===== config.mk =====
export PLATFORM = sky130hd
export DESIGN_NAME = ssm2603_slave_flat
export DESIGN_NICKNAME = d
export VERILOG_FILES = /design/src/rtl/ssm2603_slave_pkg.sv /design/src/rtl/ssm2603_slave_if.sv /design/src/rtl/ssm2603_slave_sync_edge.sv /design/src/rtl/ssm2603_slave.sv /design/src/flat_wrapper.sv
export SDC_FILE = /design/constraint.sdc
export NUM_CORES = 1
export LEC_CHECK = 0
export ABC_AREA = 1
export CAP_MARGIN = 0
export CORE_MARGIN = 3
export CORE_UTILIZATION = 30
export DETAILED_ROUTE_END_ITERATION = 8
export GPL_ROUTABILITY_DRIVEN = 0
export PLACE_DENSITY_LB_ADDON = 0.2
export SETUP_SLACK_MARGIN = 0.1
export SLEW_MARGIN = 20
export SYNTH_ARGS = -nofsm -noshare
export SYNTH_HDL_FRONTEND = slang
export SYNTH_HIERARCHICAL = 1
export SYNTH_SLANG_ARGS = --single-unit

===== constraint.sdc =====
create_clock -name clk -period 2.7 [get_ports clk]
set_input_delay 0.54 -clock clk [delete_from_list [all_inputs] [get_ports clk]]
set_output_delay 0.54 -clock clk [all_outputs]
set_load 0.03 [all_outputs]

===== src/rtl/ssm2603_slave_pkg.sv =====
// Shared types and constants for the SSM2603 I2S slave port.
package ssm2603_pkg;

  typedef enum logic {
    CH_RIGHT = 1'b0,
    CH_LEFT  = 1'b1
  } ch_t;

  localparam int DEFAULT_DATA_WIDTH = 16;
  localparam int SLOT_BCLKS         = 32;

  // Bit counters saturate at SLOT_BCLKS-1, so this width covers a whole slot.
  localparam int                CNT_W   = $clog2(SLOT_BCLKS);
  localparam logic [CNT_W-1:0]  CNT_MAX = '1;

endpackage


===== src/rtl/ssm2603_slave_if.sv =====
// FIFO-side bundle of the SSM2603 slave: captured words out, playback words in.
interface ssm2603_slave_if
  import ssm2603_pkg::*;
#(
  parameter int DATA_WIDTH = DEFAULT_DATA_WIDTH
) ();

  logic [DATA_WIDTH-1:0] RECDATLEFT;
  logic [DATA_WIDTH-1:0] RECDATRIGHT;
  logic                  FIFO_REQ_WRITE_LEFT;
  logic                  FIFO_REQ_WRITE_RIGHT;
  logic [DATA_WIDTH-1:0] PBDATLEFT;
  logic [DATA_WIDTH-1:0] PBDATRIGHT;
  logic                  FIFO_REQ_READ_LEFT;
  logic                  FIFO_REQ_READ_RIGHT;

  modport slave (
    output RECDATLEFT, RECDATRIGHT, FIFO_REQ_WRITE_LEFT, FIFO_REQ_WRITE_RIGHT,
    output FIFO_REQ_READ_LEFT, FIFO_REQ_READ_RIGHT,
    input  PBDATLEFT, PBDATRIGHT
  );

  modport master (
    input  RECDATLEFT, RECDATRIGHT, FIFO_REQ_WRITE_LEFT, FIFO_REQ_WRITE_RIGHT,
    input  FIFO_REQ_READ_LEFT, FIFO_REQ_READ_RIGHT,
    output PBDATLEFT, PBDATRIGHT
  );

endinterface


===== src/rtl/ssm2603_slave_sync_edge.sv =====
// Multi-flop synchroniser for one asynchronous codec pin with rise/fall pulses.
module i2s_sync_edge #(
  parameter int SYNC_STAGES = 2
) (
  input  logic clk,
  input  logic reset,
  input  logic async_in,
  output logic level,
  output logic rise,
  output logic fall
);

  logic [SYNC_STAGES-1:0] chain;
  logic [SYNC_STAGES:0]   fill;
  logic                   prev;

  // fill tracks when chain and prev hold real pin samples, so the pin level
  // at reset release is never mistaken for an edge.
  always_ff @(posedge clk) begin
    if (reset) begin
      chain <= '0;
      fill  <= '0;
      prev  <= 1'b0;
    end else begin
      chain <= {chain[SYNC_STAGES-2:0], async_in};
      fill  <= {fill[SYNC_STAGES-1:0], 1'b1};
      prev  <= chain[SYNC_STAGES-1];
    end
  end

  assign level = chain[SYNC_STAGES-1];
  assign rise  = fill[SYNC_STAGES] & level & ~prev;
  assign fall  = fill[SYNC_STAGES] & ~level & prev;

endmodule


===== src/rtl/ssm2603_slave.sv =====
// I2S slave port for the SSM2603 in codec-master mode: deserialises RECDAT and
// serialises FIFO words onto PBDAT, timed from oversampled codec clocks.
module ssm2603_slave
  import ssm2603_pkg::*;
#(
  parameter int DATA_WIDTH  = DEFAULT_DATA_WIDTH,
  parameter int SYNC_STAGES = 2
) (
  input  logic           clk,
  input  logic           reset,
  input  logic           BCLK,
  input  logic           RECLRC,
  input  logic           RECDAT,
  input  logic           PBLRC,
  output logic           PBDAT,
  output logic           SHORT_SLOT,
  ssm2603_slave_if.slave fifo
);

  localparam logic [CNT_W-1:0] LAST_BIT = CNT_W'(DATA_WIDTH - 1);
  localparam logic [CNT_W-1:0] FULL_CNT = CNT_W'(DATA_WIDTH);

  logic       bclk_level_unused, bclk_rise, bclk_fall;
  logic       reclrc_s, recdat_s, pblrc_s, pblrc_rise, pblrc_fall;
  logic [1:0] reclrc_edges_unused, recdat_edges_unused;

  i2s_sync_edge #(.SYNC_STAGES(SYNC_STAGES)) u_sync_bclk (
    .clk(clk), .reset(reset), .async_in(BCLK),
    .level(bclk_level_unused), .rise(bclk_rise), .fall(bclk_fall)
  );

  i2s_sync_edge #(.SYNC_STAGES(SYNC_STAGES)) u_sync_reclrc (
    .clk(clk), .reset(reset), .async_in(RECLRC),
    .level(reclrc_s), .rise(reclrc_edges_unused[1]), .fall(reclrc_edges_unused[0])
  );

  i2s_sync_edge #(.SYNC_STAGES(SYNC_STAGES)) u_sync_recdat (
    .clk(clk), .reset(reset), .async_in(RECDAT),
    .level(recdat_s), .rise(recdat_edges_unused[1]), .fall(recdat_edges_unused[0])
  );

  i2s_sync_edge #(.SYNC_STAGES(SYNC_STAGES)) u_sync_pblrc (
    .clk(clk), .reset(reset), .async_in(PBLRC),
    .level(pblrc_s), .rise(pblrc_rise), .fall(pblrc_fall)
  );

  // ---------------- RX ----------------
  logic                  rx_lrc_prev, rx_lrc_prev_n;
  logic                  rx_lrc_valid, rx_lrc_valid_n;
  logic                  rx_locked, rx_locked_n;
  logic                  rx_done, rx_done_n;
  logic                  rx_short_n;
  ch_t                   rx_ch, rx_ch_n;
  logic [CNT_W-1:0]      rx_cnt, rx_cnt_n;
  logic [DATA_WIDTH-1:0] rx_shift, rx_shift_n;

  // The first BCLK rise after reset only records LRC; locking waits for a real change.
  always_comb begin
    rx_lrc_prev_n  = rx_lrc_prev;
    rx_lrc_valid_n = rx_lrc_valid;
    rx_locked_n    = rx_locked;
    rx_ch_n        = rx_ch;
    rx_cnt_n       = rx_cnt;
    rx_shift_n     = rx_shift;
    rx_done_n      = 1'b0;
    rx_short_n     = 1'b0;
    if (bclk_rise) begin
      rx_lrc_prev_n  = reclrc_s;
      rx_lrc_valid_n = 1'b1;
      if (rx_lrc_valid && (reclrc_s != rx_lrc_prev)) begin
        rx_short_n  = rx_locked && (rx_cnt < FULL_CNT);
        rx_locked_n = 1'b1;
        rx_ch_n     = ch_t'(reclrc_s);
        rx_shift_n  = {{(DATA_WIDTH-1){1'b0}}, recdat_s};
        rx_cnt_n    = CNT_W'(1);
      end else if (rx_locked) begin
        rx_shift_n = {rx_shift[DATA_WIDTH-2:0], recdat_s};
        if (rx_cnt != CNT_MAX) begin
          rx_cnt_n = rx_cnt + CNT_W'(1);
        end
        rx_done_n = (rx_cnt == LAST_BIT);
      end
    end
  end

  always_ff @(posedge clk) begin
    if (reset) begin
      rx_lrc_prev               <= 1'b0;
      rx_lrc_valid              <= 1'b0;
      rx_locked                 <= 1'b0;
      rx_ch                     <= CH_RIGHT;
      rx_cnt                    <= '0;
      rx_shift                  <= '0;
      rx_done                   <= 1'b0;
      SHORT_SLOT                <= 1'b0;
      fifo.RECDATLEFT           <= '0;
      fifo.RECDATRIGHT          <= '0;
      fifo.FIFO_REQ_WRITE_LEFT  <= 1'b0;
      fifo.FIFO_REQ_WRITE_RIGHT <= 1'b0;
    end else begin
      rx_lrc_prev               <= rx_lrc_prev_n;
      rx_lrc_valid              <= rx_lrc_valid_n;
      rx_locked                 <= rx_locked_n;
      rx_ch                     <= rx_ch_n;
      rx_cnt                    <= rx_cnt_n;
      rx_shift                  <= rx_shift_n;
      rx_done                   <= rx_done_n;
      SHORT_SLOT                <= rx_short_n;
      fifo.FIFO_REQ_WRITE_LEFT  <= rx_done && (rx_ch == CH_LEFT);
      fifo.FIFO_REQ_WRITE_RIGHT <= rx_done && (rx_ch == CH_RIGHT);
      if (rx_done && (rx_ch == CH_LEFT)) begin
        fifo.RECDATLEFT <= rx_shift;
      end
      if (rx_done && (rx_ch == CH_RIGHT)) begin
        fifo.RECDATRIGHT <= rx_shift;
      end
    end
  end

  // ---------------- TX ----------------
  logic                  tx_locked, tx_locked_n;
  logic                  tx_armed, tx_armed_n;
  logic [CNT_W-1:0]      tx_cnt, tx_cnt_n;
  logic [DATA_WIDTH-1:0] tx_shift, tx_shift_n;

  assign fifo.FIFO_REQ_READ_LEFT  = pblrc_rise;
  assign fifo.FIFO_REQ_READ_RIGHT = pblrc_fall;
  assign PBDAT                    = tx_shift[DATA_WIDTH-1];

  // A fall only shifts once a rise has been seen since the load, so the MSB
  // survives whichever of LRC or BCLK reaches the synchronisers first.
  always_comb begin
    tx_locked_n = tx_locked;
    tx_armed_n  = tx_armed;
    tx_cnt_n    = tx_cnt;
    tx_shift_n  = tx_shift;
    if (pblrc_rise || pblrc_fall) begin
      tx_shift_n  = pblrc_s ? fifo.PBDATLEFT : fifo.PBDATRIGHT;
      tx_locked_n = 1'b1;
      tx_armed_n  = 1'b0;
      tx_cnt_n    = '0;
    end else begin
      if (bclk_rise && tx_locked) begin
        tx_armed_n = 1'b1;
      end
      if (bclk_fall && tx_armed) begin
        tx_shift_n = {tx_shift[DATA_WIDTH-2:0], 1'b0};
        if (tx_cnt != CNT_MAX) begin
          tx_cnt_n = tx_cnt + CNT_W'(1);
        end
      end
    end
  end

  always_ff @(posedge clk) begin
    if (reset) begin
      tx_locked <= 1'b0;
      tx_armed  <= 1'b0;
      tx_cnt    <= '0;
      tx_shift  <= '0;
    end else begin
      tx_locked <= tx_locked_n;
      tx_armed  <= tx_armed_n;
      tx_cnt    <= tx_cnt_n;
      tx_shift  <= tx_shift_n;
    end
  end

endmodule


===== src/flat_wrapper.sv =====
// flat-port wrapper written by rule: the top's interface ports become plain ports
module ssm2603_slave_flat import ssm2603_pkg::*;
#(
  parameter int DATA_WIDTH  = DEFAULT_DATA_WIDTH,
  parameter int SYNC_STAGES = 2
)
  (clk, reset, BCLK, RECLRC, RECDAT, PBLRC, PBDAT, SHORT_SLOT, fifo_RECDATLEFT, fifo_RECDATRIGHT, fifo_FIFO_REQ_WRITE_LEFT, fifo_FIFO_REQ_WRITE_RIGHT, fifo_FIFO_REQ_READ_LEFT, fifo_FIFO_REQ_READ_RIGHT, fifo_PBDATLEFT, fifo_PBDATRIGHT);
  ssm2603_slave_if #(.DATA_WIDTH(DATA_WIDTH)) fifo_i ();
  input  logic clk;
  input  logic reset;
  input  logic BCLK;
  input  logic RECLRC;
  input  logic RECDAT;
  input  logic PBLRC;
  output logic PBDAT;
  output logic SHORT_SLOT;
  output wire logic [$bits(fifo_i.RECDATLEFT)-1:0] fifo_RECDATLEFT;
  output wire logic [$bits(fifo_i.RECDATRIGHT)-1:0] fifo_RECDATRIGHT;
  output wire logic [$bits(fifo_i.FIFO_REQ_WRITE_LEFT)-1:0] fifo_FIFO_REQ_WRITE_LEFT;
  output wire logic [$bits(fifo_i.FIFO_REQ_WRITE_RIGHT)-1:0] fifo_FIFO_REQ_WRITE_RIGHT;
  output wire logic [$bits(fifo_i.FIFO_REQ_READ_LEFT)-1:0] fifo_FIFO_REQ_READ_LEFT;
  output wire logic [$bits(fifo_i.FIFO_REQ_READ_RIGHT)-1:0] fifo_FIFO_REQ_READ_RIGHT;
  input wire logic [$bits(fifo_i.PBDATLEFT)-1:0] fifo_PBDATLEFT;
  input wire logic [$bits(fifo_i.PBDATRIGHT)-1:0] fifo_PBDATRIGHT;
  assign fifo_RECDATLEFT = fifo_i.RECDATLEFT;
  assign fifo_RECDATRIGHT = fifo_i.RECDATRIGHT;
  assign fifo_FIFO_REQ_WRITE_LEFT = fifo_i.FIFO_REQ_WRITE_LEFT;
  assign fifo_FIFO_REQ_WRITE_RIGHT = fifo_i.FIFO_REQ_WRITE_RIGHT;
  assign fifo_FIFO_REQ_READ_LEFT = fifo_i.FIFO_REQ_READ_LEFT;
  assign fifo_FIFO_REQ_READ_RIGHT = fifo_i.FIFO_REQ_READ_RIGHT;
  assign fifo_i.PBDATLEFT = fifo_PBDATLEFT;
  assign fifo_i.PBDATRIGHT = fifo_PBDATRIGHT;
  ssm2603_slave #(.DATA_WIDTH(DATA_WIDTH), .SYNC_STAGES(SYNC_STAGES)) u_core (.clk(clk), .reset(reset), .BCLK(BCLK), .RECLRC(RECLRC), .RECDAT(RECDAT), .PBLRC(PBLRC), .PBDAT(PBDAT), .SHORT_SLOT(SHORT_SLOT), .fifo(fifo_i));
endmodule

# [Yosys cells after proc, flatten, opt, wreduce, memory -nomap -nowiden]
# Index checks and enable logic that the tools add are counted.
[op_classes] mux=10 n_bitwise=16 eq_ne=3 reduce_logical=16 addsub=1 magnitude_cmp=1
[ops] cell="2-to-1 mux 16 bit" count=5
[ops] cell="2-to-1 mux 5 bit" count=3
[ops] cell="bitwise AND 1 bit" count=8
[ops] cell="NOT 1 bit" count=8
[ops] cell="logical AND 1 bit" count=6
[ops] cell="nonzero test 2 bit" count=3
[ops] cell="adder 5 x 1 -> 5 bit (second input constant)" count=1
[ops] cell="equality test 5 x 4 -> 1 bit (second input constant)" count=1
[ops] cell="< comparator 5 bit (second input constant)" count=1
[ops] cell="inequality test 5 bit (second input constant)" count=1
[ops] cell="AND reduction 2 bit" count=2
[ops] cell="OR reduction 4 bit" count=1
[ops] cell="AND reduction 3 bit" count=1
[ops] cell="OR reduction 3 bit" count=1
[ops] cell="2-to-1 mux 1 bit" count=2
[ops] cell="OR reduction 2 bit" count=1
[ops] cell="logical OR 1 bit" count=1
[ops] cell="inequality test 1 bit" count=1
[totals] output_inout_bits=38 ff_bits=95

# [Logic depth before layout (Yosys ltp)]
# Gate-level depths: netlist of run 1.
[logic_depth] word_depth=6 depth_mapped=10 ltp_nobuf=9

# [Cells and area by module]
# Netlist of run 1, hierarchy kept.
[modules_own_cells] mod="ssm2603_slave" cells_per_inst=419 area_each_um2=3261.9 instances=1 seq_area_each_um2=1581.5
[modules_own_cells] mod="i2s_sync_edge" cells_per_inst=21 area_each_um2=176.4 instances=4 seq_area_each_um2=120.1

# [Worst setup path before layout of run 1]
# OpenSTA, ideal clock, no wires.
[synth_path] path_kind="reg2reg" start="register u_core.u_sync_pblrc.chain[1]" end="register u_core.tx_shift[15]" arrival_ns=1.558 path_stages_with_launch=11 synth_period_minus_slack_ns=1.667 slack_ns=1.033 cell_sequence="dfxtp_1 > nand2_1 > nor2_1 > nor2_4 > nand2_2 > clkinv_2 > buf_6 > nand2_1 > nand3_1 > nand2_1 > inv_1"
[synth_via] elab_cells_between_ends=9
[synth_rtl] element="from (decl)" line_no="ssm2603_slave_sync_edge.sv:13" source="logic [SYNC_STAGES-1:0] chain;"
[synth_rtl] element="from (signal assigned)" line_no="ssm2603_slave_sync_edge.sv:25" source="chain <= {chain[SYNC_STAGES-2:0], async_in};"
[synth_rtl] element="bitwise AND 1 bit (*) (2 in a row)" line_no="ssm2603_slave_sync_edge.sv:32" source="assign rise = fill[SYNC_STAGES] & level & ~prev;"
[synth_rtl] element="named net fifo_FIFO_REQ_READ_LEFT" line_no="flat_wrapper.sv:21" source="output wire logic [$bits(fifo_i.FIFO_REQ_READ_LEFT)-1:0] fifo_FIFO_REQ_READ_LEFT;"
[synth_rtl] element="logical OR 1 bit (*)" line_no="ssm2603_slave.sv:137" source="if (pblrc_rise || pblrc_fall) begin"
[synth_rtl] element="2-to-1 mux 16 bit or nonzero test 2 bit (tied branches)"
[synth_rtl] element="to (signal assigned)" line_no="ssm2603_slave.sv:165" source="tx_shift <= tx_shift_n;"
[synth_rtl] element="to (decl)" line_no="ssm2603_slave.sv:124" source="logic [DATA_WIDTH-1:0] tx_shift, tx_shift_n;"
# Mark *: on every way through the listed nets, which the timed path passes. The rest lies on a longest branch.
# A chain may end at the register's enable or synchronous reset.

# [Worst setup path in the final report of run 1]
[layout_path] start="register u_core.u_sync_pblrc.chain[1]" end="output fifo_FIFO_REQ_READ_LEFT"
[layout_via] elab_chain_cells=2
[layout_rtl] element="bitwise AND 1 bit (2 in a row)" line_no="ssm2603_slave_sync_edge.sv:32"
[layout_rtl] element="to (decl)" line_no="flat_wrapper.sv:21"
# No other way between the ends.

==> metrics.json, run 1 <==
{
  "run_status": {"value": "completed"},
  "yosysWarningCount": {"value": 6},
  "syn-mean-instance-area": {"value": 7.87, "unit": "um2"},
  "die_width": {"value": 117, "unit": "um"},
  "power_switching_share": {"value": 21.1, "unit": "%"},
  "routed_wl": {"value": 8130, "unit": "um"},
  "crit_type": {"value": "register to primary output"},
  "vias": {"value": 3156},
  "power_density": {"value": 572, "unit": "nW/um2"},
  "io_pins": {"value": 76},
  "finClkSkew": {"value": 6.07, "unit": "ps"},
  "die_h": {"value": 117, "unit": "um"},
  "grt_first_pass_wirelength": {"value": 14100, "unit": "um"},
  "post_route_cells_drive_above_1_share": {"value": 7.48, "unit": "%"},
  "total_core_area": {"value": 12100, "unit": "um2"},
  "worst_hold_path_type": {"value": "register to register"},
  "antenna_cells_inserted": {"value": 0},
  "cp.arrival": {"value": 1710, "unit": "ps"},
  "grt_start_max_net_pins": {"value": 36},
  "postCtsSetupBuffers": {"value": 0},
  "setup_viol": {"value": 0},
  "report.final.hold_viol_count": {"value": 0},
  "number_of_nets_at_the_end_of_the_flow": {"value": 584},
  "initial_core_util": {"value": 30.9, "unit": "%"},
  "clock.fmax": {"value": 444, "unit": "MHz"},
  "final.min_clock_period": {"value": 2250, "unit": "ps"},
  "clock_power_share": {"value": 44.8, "unit": "%"},
  "timing.setup.tns": {"value": 0, "unit": "ps"},
  "clock_net_sink_count": {"value": 95},
  "syn-instance-count": {"value": 473},
  "cts-resized-gates": {"value": 0},
  "syn-cell-area": {"value": 3720, "unit": "um2"},
  "report.power.total": {"value": 2.79, "unit": "mW"},
  "synthesis.nets": {"value": 514},
  "worst_path_maximum_fanout": {"value": 3},
  "dr.pass1.iters": {"value": 4},
  "site_rows": {"value": 40},
  "drt_drc_violations_left": {"value": 0},
  "route.detailed.wl_per_inst": {"value": 11.4, "unit": "um"},
  "worstPathBufferInverterCount": {"value": 1},
  "timing_worst_slew_pin_value": {"value": 699, "unit": "ps"},
  "worstSkewPairLatency": {"value": 330, "unit": "ps"},
  "drv_slew": {"value": 0},
  "antenna_left": {"value": 0},
  "crit_slowest_cell": {"value": "clkdlybuf4s50_1"},
  "number_of_global_route_vias_before_repair": {"value": 2994},
  "path_cells": {"value": "nand2_1 > nor2_1 > clkdlybuf4s50_1"},
  "floorplan.die_area": {"value": 13800, "unit": "um2"},
  "timing.critical_path.to_type": {"value": "primary output"},
  "intPower": {"value": 2.20, "unit": "mW"},
  "p_comb_share": {"value": 4.3, "unit": "%"},
  "ir_worst_vdd": {"value": 0.323, "unit": "mV"},
  "top_delay_family_on_crit_path": {"value": "buffers and inverters"},
  "slew-limit-headroom": {"value": 53.4, "unit": "%"},
  "ctsHtreeMaxLevel": {"value": 3},
  "grt_setup_unrepaired": {"value": "no"},
  "port_buffers": {"value": 75},
  "holdBufCountCts": {"value": 0},
  "drv.max_cap_violation_count": {"value": 0},
  "cts_root_buffer": {"value": "clkbuf_16"},
  "cts-root-to-sink-buffers": {"value": 2},
  "cts_inserted_buffers": {"value": 9},
  "tritoncts": {"value": "done"},
  "worst_path_largest_cell_delay": {"value": 730, "unit": "ps"},
  "first_iter_violations": {"value": 186},
  "grt.overflow.total": {"value": 0},
  "initial_antenna_violation_count": {"value": 0},
  "dp.final_hpwl": {"value": 5750, "unit": "um"},
  "grtUsageTotal": {"value": 12.2, "unit": "%"},
  "fin_crit_sh": {"value": 83.4, "unit": "%"},
  "timing.critical_path.required": {"value": 2160, "unit": "ps"},
  "final.fill_count": {"value": 1252},
  "drt-vias-per-instance": {"value": 4.41},
  "total_switching_power": {"value": 0.588, "unit": "mW"},
  "leakage": {"value": 2.00, "unit": "nW"},
  "clk_pin_slew": {"value": 70, "unit": "ps"},
  "pwr-share-seq": {"value": 50.9, "unit": "%"},
  "timing.critical_path.from_type": {"value": "register"},
  "syn_to_layout_area_delta": {"value": 31.0, "unit": "%"}
}
-- final timing paths --
path / from / end / slack, ps / cells past startpoint
worst max-delay path: u_core/u_sync_pblrc/chain[1]$_SDFF_PP0_ / fifo_FIFO_REQ_READ_LEFT / 450 / 3
worst min register to register: u_core/u_sync_pblrc/chain[0]$_SDFF_PP0_ / u_core/u_sync_pblrc/chain[1]$_SDFF_PP0_ / 400 / 2
worst min-delay path: u_core/u_sync_pblrc/chain[0]$_SDFF_PP0_ / u_core/u_sync_pblrc/chain[1]$_SDFF_PP0_ / 400 / 2
worst max register to register: u_core/u_sync_bclk/chain[1]$_SDFF_PP0_ / u_core/rx_shift[12]$_SDFFE_PP0P_ / 940 / 6
-- per-layer routing --
layer | GRT usage, % | up-vias | share of wire [%]
li1 | - | 1653 | -
met1 | 15.3 | 1448 | 48
met2 | 20.3 | 53 | 47
met3 | 3.76 | 2 | 4.4
met4 | 3.52 | 0 | 0.57
met5 | 0 | - | 0
-- cell type report --
| class | instances | area [um2] | area share (%) |
|---|---|---|---|
| Clock buffer | 10 | 229 | 4.69 |
| Clock inverter | 6 | 67.6 | 1.38 |
| Inverter | 57 | 215 | 4.41 |
| Multi-Input combinational cell | 300 | 1470 | 30.1 |
| Sequential cell | 95 | 1900 | 39.0 |
| Tap cell | 168 | 210 | 4.31 |
| Timing Repair Buffer | 80 | 788 | 16.2 |
-- power groups by stage --
stage | Sequential, mW | Clock, mW | Combinational (mW)
after floorplan | 1.45 | 0 | 0.0546
after global placement | 1.45 | 0 | 0.122
after detailed placement | 1.45 | 0 | 0.123
after CTS | 1.42 | 1.30 | 0.123
after global routing | 1.42 | 1.35 | 0.136
final | 1.42 | 1.25 | 0.121
-- worst register-to-register path, cell delays in order, from the launching register on --
cell     delay (ps)
dfxtp_1         350
nand2_1          50
nor2_1          510
nand2_4         230
nor2_8          170
nand2_2         170
o22ai_1         210
-- state kept, by name, summed over array words and instances (netlist names), 2 cells and up --
register and count:
u_core/fifo.RECDATLEFT 16, u_core/u_sync_pblrc/chain 2, u_core/u_sync_reclrc/chain 2, u_core/u_sync_bclk/fill 3
u_core/tx_shift 16, u_core/rx_cnt 5, u_core/fifo.RECDATRIGHT 16, u_core/u_sync_bclk/chain 2
u_core/u_sync_pblrc/fill 3, u_core/u_sync_recdat/chain 2, u_core/rx_shift 16
-- placed cells by master, fill, tap and decap left out, types with 9 or more instances in the layout --
| cell type | instances |
|---|---|
| o22ai_1 | 9 |
| a21oi_1 | 29 |
| nor2_1 | 78 |
| clkdlybuf4s50_1 | 75 |
| o21ai_0 | 44 |
| nand3_1 | 34 |
| nand2_1 | 71 |
| inv_1 | 53 |
| dfxtp_1 | 95 |
| clkbuf_16 | 9 |
-- metrics by stage --
step | setup slack [ps] | area [um2] | instances | hold WS, ps | utilization, %
floorplan | 1030 | 3720 | 473 | 388 | -
finish | 448 | 4880 | 716 | 400 | 40.4
global placement | 719 | 4580 | 700 | 392 | 38.0
detailed placement | 722 | 4580 | 700 | 396 | 38.0
global route | 335 | 4880 | 716 | 419 | 40.4
CTS | 416 | 4880 | 716 | 405 | 40.4
Power figures use the tool's default switching activity.
==> run 2: changes to the inputs <==
- clock period: 2.7 -> 2.15 ns (I/O delays scaled with it)
==> metrics.json, run 2 (same netlist as run 1, synthesis figures left out) <==
{
  "grt_setup_unrepaired": {"value": "no"},
  "site_rows": {"value": 40, "change": "unchanged"},
  "number_of_nets_at_the_end_of_the_flow": {"value": 586, "change": "+0.34%"},
  "worst_path_maximum_fanout": {"value": 19, "change": "+16"},
  "cts_root_buffer": {"value": "clkbuf_16"},
  "ctsHtreeMaxLevel": {"value": 3, "change": "unchanged"},
  "slew-limit-headroom": {"value": 53.9, "unit": "%", "change": "+0.56 points"},
  "tritoncts": {"value": "done"},
  "timing.critical_path.required": {"value": 1720, "unit": "ps", "change": "-440 ps"},
  "timing_worst_slew_pin_value": {"value": 691, "unit": "ps", "change": "-8.36 ps"},
  "clock_power_share": {"value": 44.6, "unit": "%", "change": "-0.2 points"},
  "crit_path_setup_slack_layout": {"value": 296, "unit": "ps", "change": "-151 ps"},
  "pwr-share-seq": {"value": 51.0, "unit": "%", "change": "about the same"},
  "routed_wl": {"value": 7970, "unit": "um", "change": "-2.0%"},
  "intPower": {"value": 2.78, "unit": "mW", "change": "+26%"},
  "route.detailed.wl_per_inst": {"value": 11.1, "unit": "um", "change": "-2.3%"},
  "ir_worst_vdd": {"value": 0.539, "unit": "mV", "change": "+67%"},
  "post_route_cells_drive_above_1_share": {"value": 7.82, "unit": "%", "change": "+0.34 points"},
  "fin_crit_sh": {"value": 86.2, "unit": "%"},
  "finClkSkew": {"value": 7.28, "unit": "ps", "change": "+1.21 ps"},
  "crit_slowest_cell": {"value": "dfxtp_1"},
  "grt_start_max_net_pins": {"value": 50, "change": "+39%"},
  "path_cells": {"value": "buf_4 > nand2_1 > nor2_1 > buf_4"},
  "grt_first_pass_wirelength": {"value": 13600, "unit": "um", "change": "-3.7%"},
  "run_status": {"value": "completed"},
  "timing.critical_path.from_type": {"value": "register"},
  "drv_slew": {"value": 0, "change": "unchanged"},
  "drt-vias-per-instance": {"value": 4.43, "change": "+0.42%"},
  "cp.arrival": {"value": 1420, "unit": "ps", "change": "-290 ps"},
  "critPathMostFrequentCell": {"value": "buf_4"},
  "worst_hold_path_type": {"value": "register to register"},
  "area_used_by_multi_input_combinational_logic": {"value": 1470, "unit": "um2", "change": "unchanged"},
  "first_iter_violations": {"value": 206, "change": "+11%"},
  "grt.overflow.total": {"value": 0, "change": "unchanged"},
  "layout_commonest_cell": {"value": "dfxtp_1"},
  "antenna_left": {"value": 0, "change": "unchanged"},
  "io_pins": {"value": 76, "change": "unchanged"},
  "setup_viol": {"value": 0, "change": "unchanged"},
  "dp.final_hpwl": {"value": 5670, "unit": "um", "change": "-1.3%"},
  "number_of_global_route_vias_before_repair": {"value": 3027, "change": "+1.1%"},
  "port_buffers": {"value": 75, "change": "unchanged"},
  "worstSkewPairLatency": {"value": 340, "unit": "ps", "change": "about the same"},
  "grtUsageTotal": {"value": 11.7, "unit": "%", "change": "-0.54 points"},
  "clk_pin_slew": {"value": 60, "unit": "ps", "change": "about the same"},
  "final.min_clock_period": {"value": 1850, "unit": "ps"},
  "p_comb_share": {"value": 4.4, "unit": "%", "change": "about the same"},
  "leakage": {"value": 2.02, "unit": "nW", "change": "+1.2%"},
  "antenna_cells_inserted": {"value": 0, "change": "unchanged"},
  "initial_antenna_violation_count": {"value": 0, "change": "unchanged"},
  "vias": {"value": 3178, "change": "+0.70%"},
  "clock.fmax": {"value": 539, "unit": "MHz"},
  "whs": {"value": 403, "unit": "ps", "change": "+3.32 ps"},
  "final.fill_count": {"value": 1259, "change": "+0.56%"},
  "power_switching_share": {"value": 20.7, "unit": "%", "change": "-0.32 points"},
  "cts-root-to-sink-buffers": {"value": 2, "change": "unchanged"},
  "drt_drc_violations_left": {"value": 0, "change": "unchanged"},
  "timing.setup.tns": {"value": 0, "unit": "ps", "change": "unchanged"},
  "die_width": {"value": 117, "unit": "um", "change": "unchanged"},
  "worst_path_largest_cell_delay": {"value": 340, "unit": "ps", "change": "-390 ps"},
  "worst_slack_placed": {"value": 386, "unit": "ps", "change": "-335 ps"},
  "dr.pass1.iters": {"value": 4, "change": "unchanged"},
  "postCtsSetupBuffers": {"value": 0, "change": "unchanged"},
  "crit_type": {"value": "register to primary output"},
  "top_delay_family_on_crit_path": {"value": "buffers and inverters"},
  "drv.max_cap_violation_count": {"value": 0, "change": "unchanged"},
  "initial_core_util": {"value": 30.9, "unit": "%", "change": "unchanged"},
  "cts_inserted_buffers": {"value": 9, "change": "unchanged"},
  "report.power.total": {"value": 3.50, "unit": "mW", "change": "+25%"},
  "timing.critical_path.to_type": {"value": "primary output"},
  "report.final.hold_viol_count": {"value": 0, "change": "unchanged"},
  "floorplan.die_area": {"value": 13800, "unit": "um2", "change": "unchanged"},
  "total_core_area": {"value": 12100, "unit": "um2", "change": "unchanged"},
  "worstPathBufferInverterCount": {"value": 2, "change": "+1"},
  "total_switching_power": {"value": 0.726, "unit": "mW", "change": "+23%"},
  "reg_area": {"value": 1900, "unit": "um2", "change": "unchanged"},
  "most-common-layout-cells": {"value": "dfxtp_1, nor2_1, clkdlybuf4s50_1"},
  "syn_to_layout_area_delta": {"value": 31.6, "unit": "%"},
  "die_h": {"value": 117, "unit": "um", "change": "unchanged"},
  "power_density": {"value": 714, "unit": "nW/um2", "change": "+25%"},
  "clock_net_sink_count": {"value": 95, "change": "unchanged"}
}
## run 2: final timing paths
check                           slack, ps  depth (start not counted)                               startpoint                                 endpoint
worst max-delay path                  300                          4  u_core/u_sync_pblrc/chain[1]$_SDFF_PP0_                  fifo_FIFO_REQ_READ_LEFT
worst min register to register        400                          2  u_core/u_sync_pblrc/chain[0]$_SDFF_PP0_  u_core/u_sync_pblrc/chain[1]$_SDFF_PP0_
worst max register to register        500                          9            u_core/rx_cnt[0]$_SDFFE_PP0P_            u_core/rx_cnt[2]$_SDFFE_PP0P_
worst min-delay path                  400                          2  u_core/u_sync_pblrc/chain[0]$_SDFF_PP0_  u_core/u_sync_pblrc/chain[1]$_SDFF_PP0_
## run 2: worst reg2reg max path: cells and delay by family (launching register included)
family,cells,cell delay [ps]
adders and majority gates,2,470
and+or+nand+nor,5,450
DFF,1,410
buffers and inverters,1,130
AOI/OAI and AO/OA,1,60
## run 2: per-stage QoR
stage | area [um2] | util [%] | std cells
after floorplan | 3720 | - | 473
after global placement | 4610 | 38.2 | 702
after detailed placement | 4610 | 38.2 | 702
after CTS | 4900 | 40.6 | 718
after global routing | 4900 | 40.6 | 718
final | 4900 | 40.6 | 718
## run 2: power groups by stage
stage / clock network [mW] / logic [mW] / registers, mW
finish: 1.56 / 0.155 / 1.78
global placement: 0 / 0.155 / 1.82
CTS: 1.62 / 0.157 / 1.78
detailed placement: 0 / 0.156 / 1.82
global route: 1.69 / 0.173 / 1.79
floorplan: 0 / 0.0686 / 1.82
## run 2: area by class of cell
type | instances | area share, %
Tap cell | 168 | 4.29
Sequential cell | 95 | 38.8
Clock buffer | 11 | 4.75
Inverter | 57 | 4.39
Multi-Input combinational cell | 300 | 29.9
Clock inverter | 5 | 1.30
Timing Repair Buffer | 82 | 16.6
## run 2: repair_timing
item                       4_1_cts  5_1_grt
hold buffers                     0        0
gates resized for setup          1        0
setup endpoints to repair        1        0
## run 2: metal layers
layer  up-vias  share of wire, %  GRT usage [%]
li1       1668                 -              -
met3         8               4.5           3.28
met5         -                 0              0
met2        64                46           19.5
met1      1438                48           14.6
met4         0               1.2           3.74
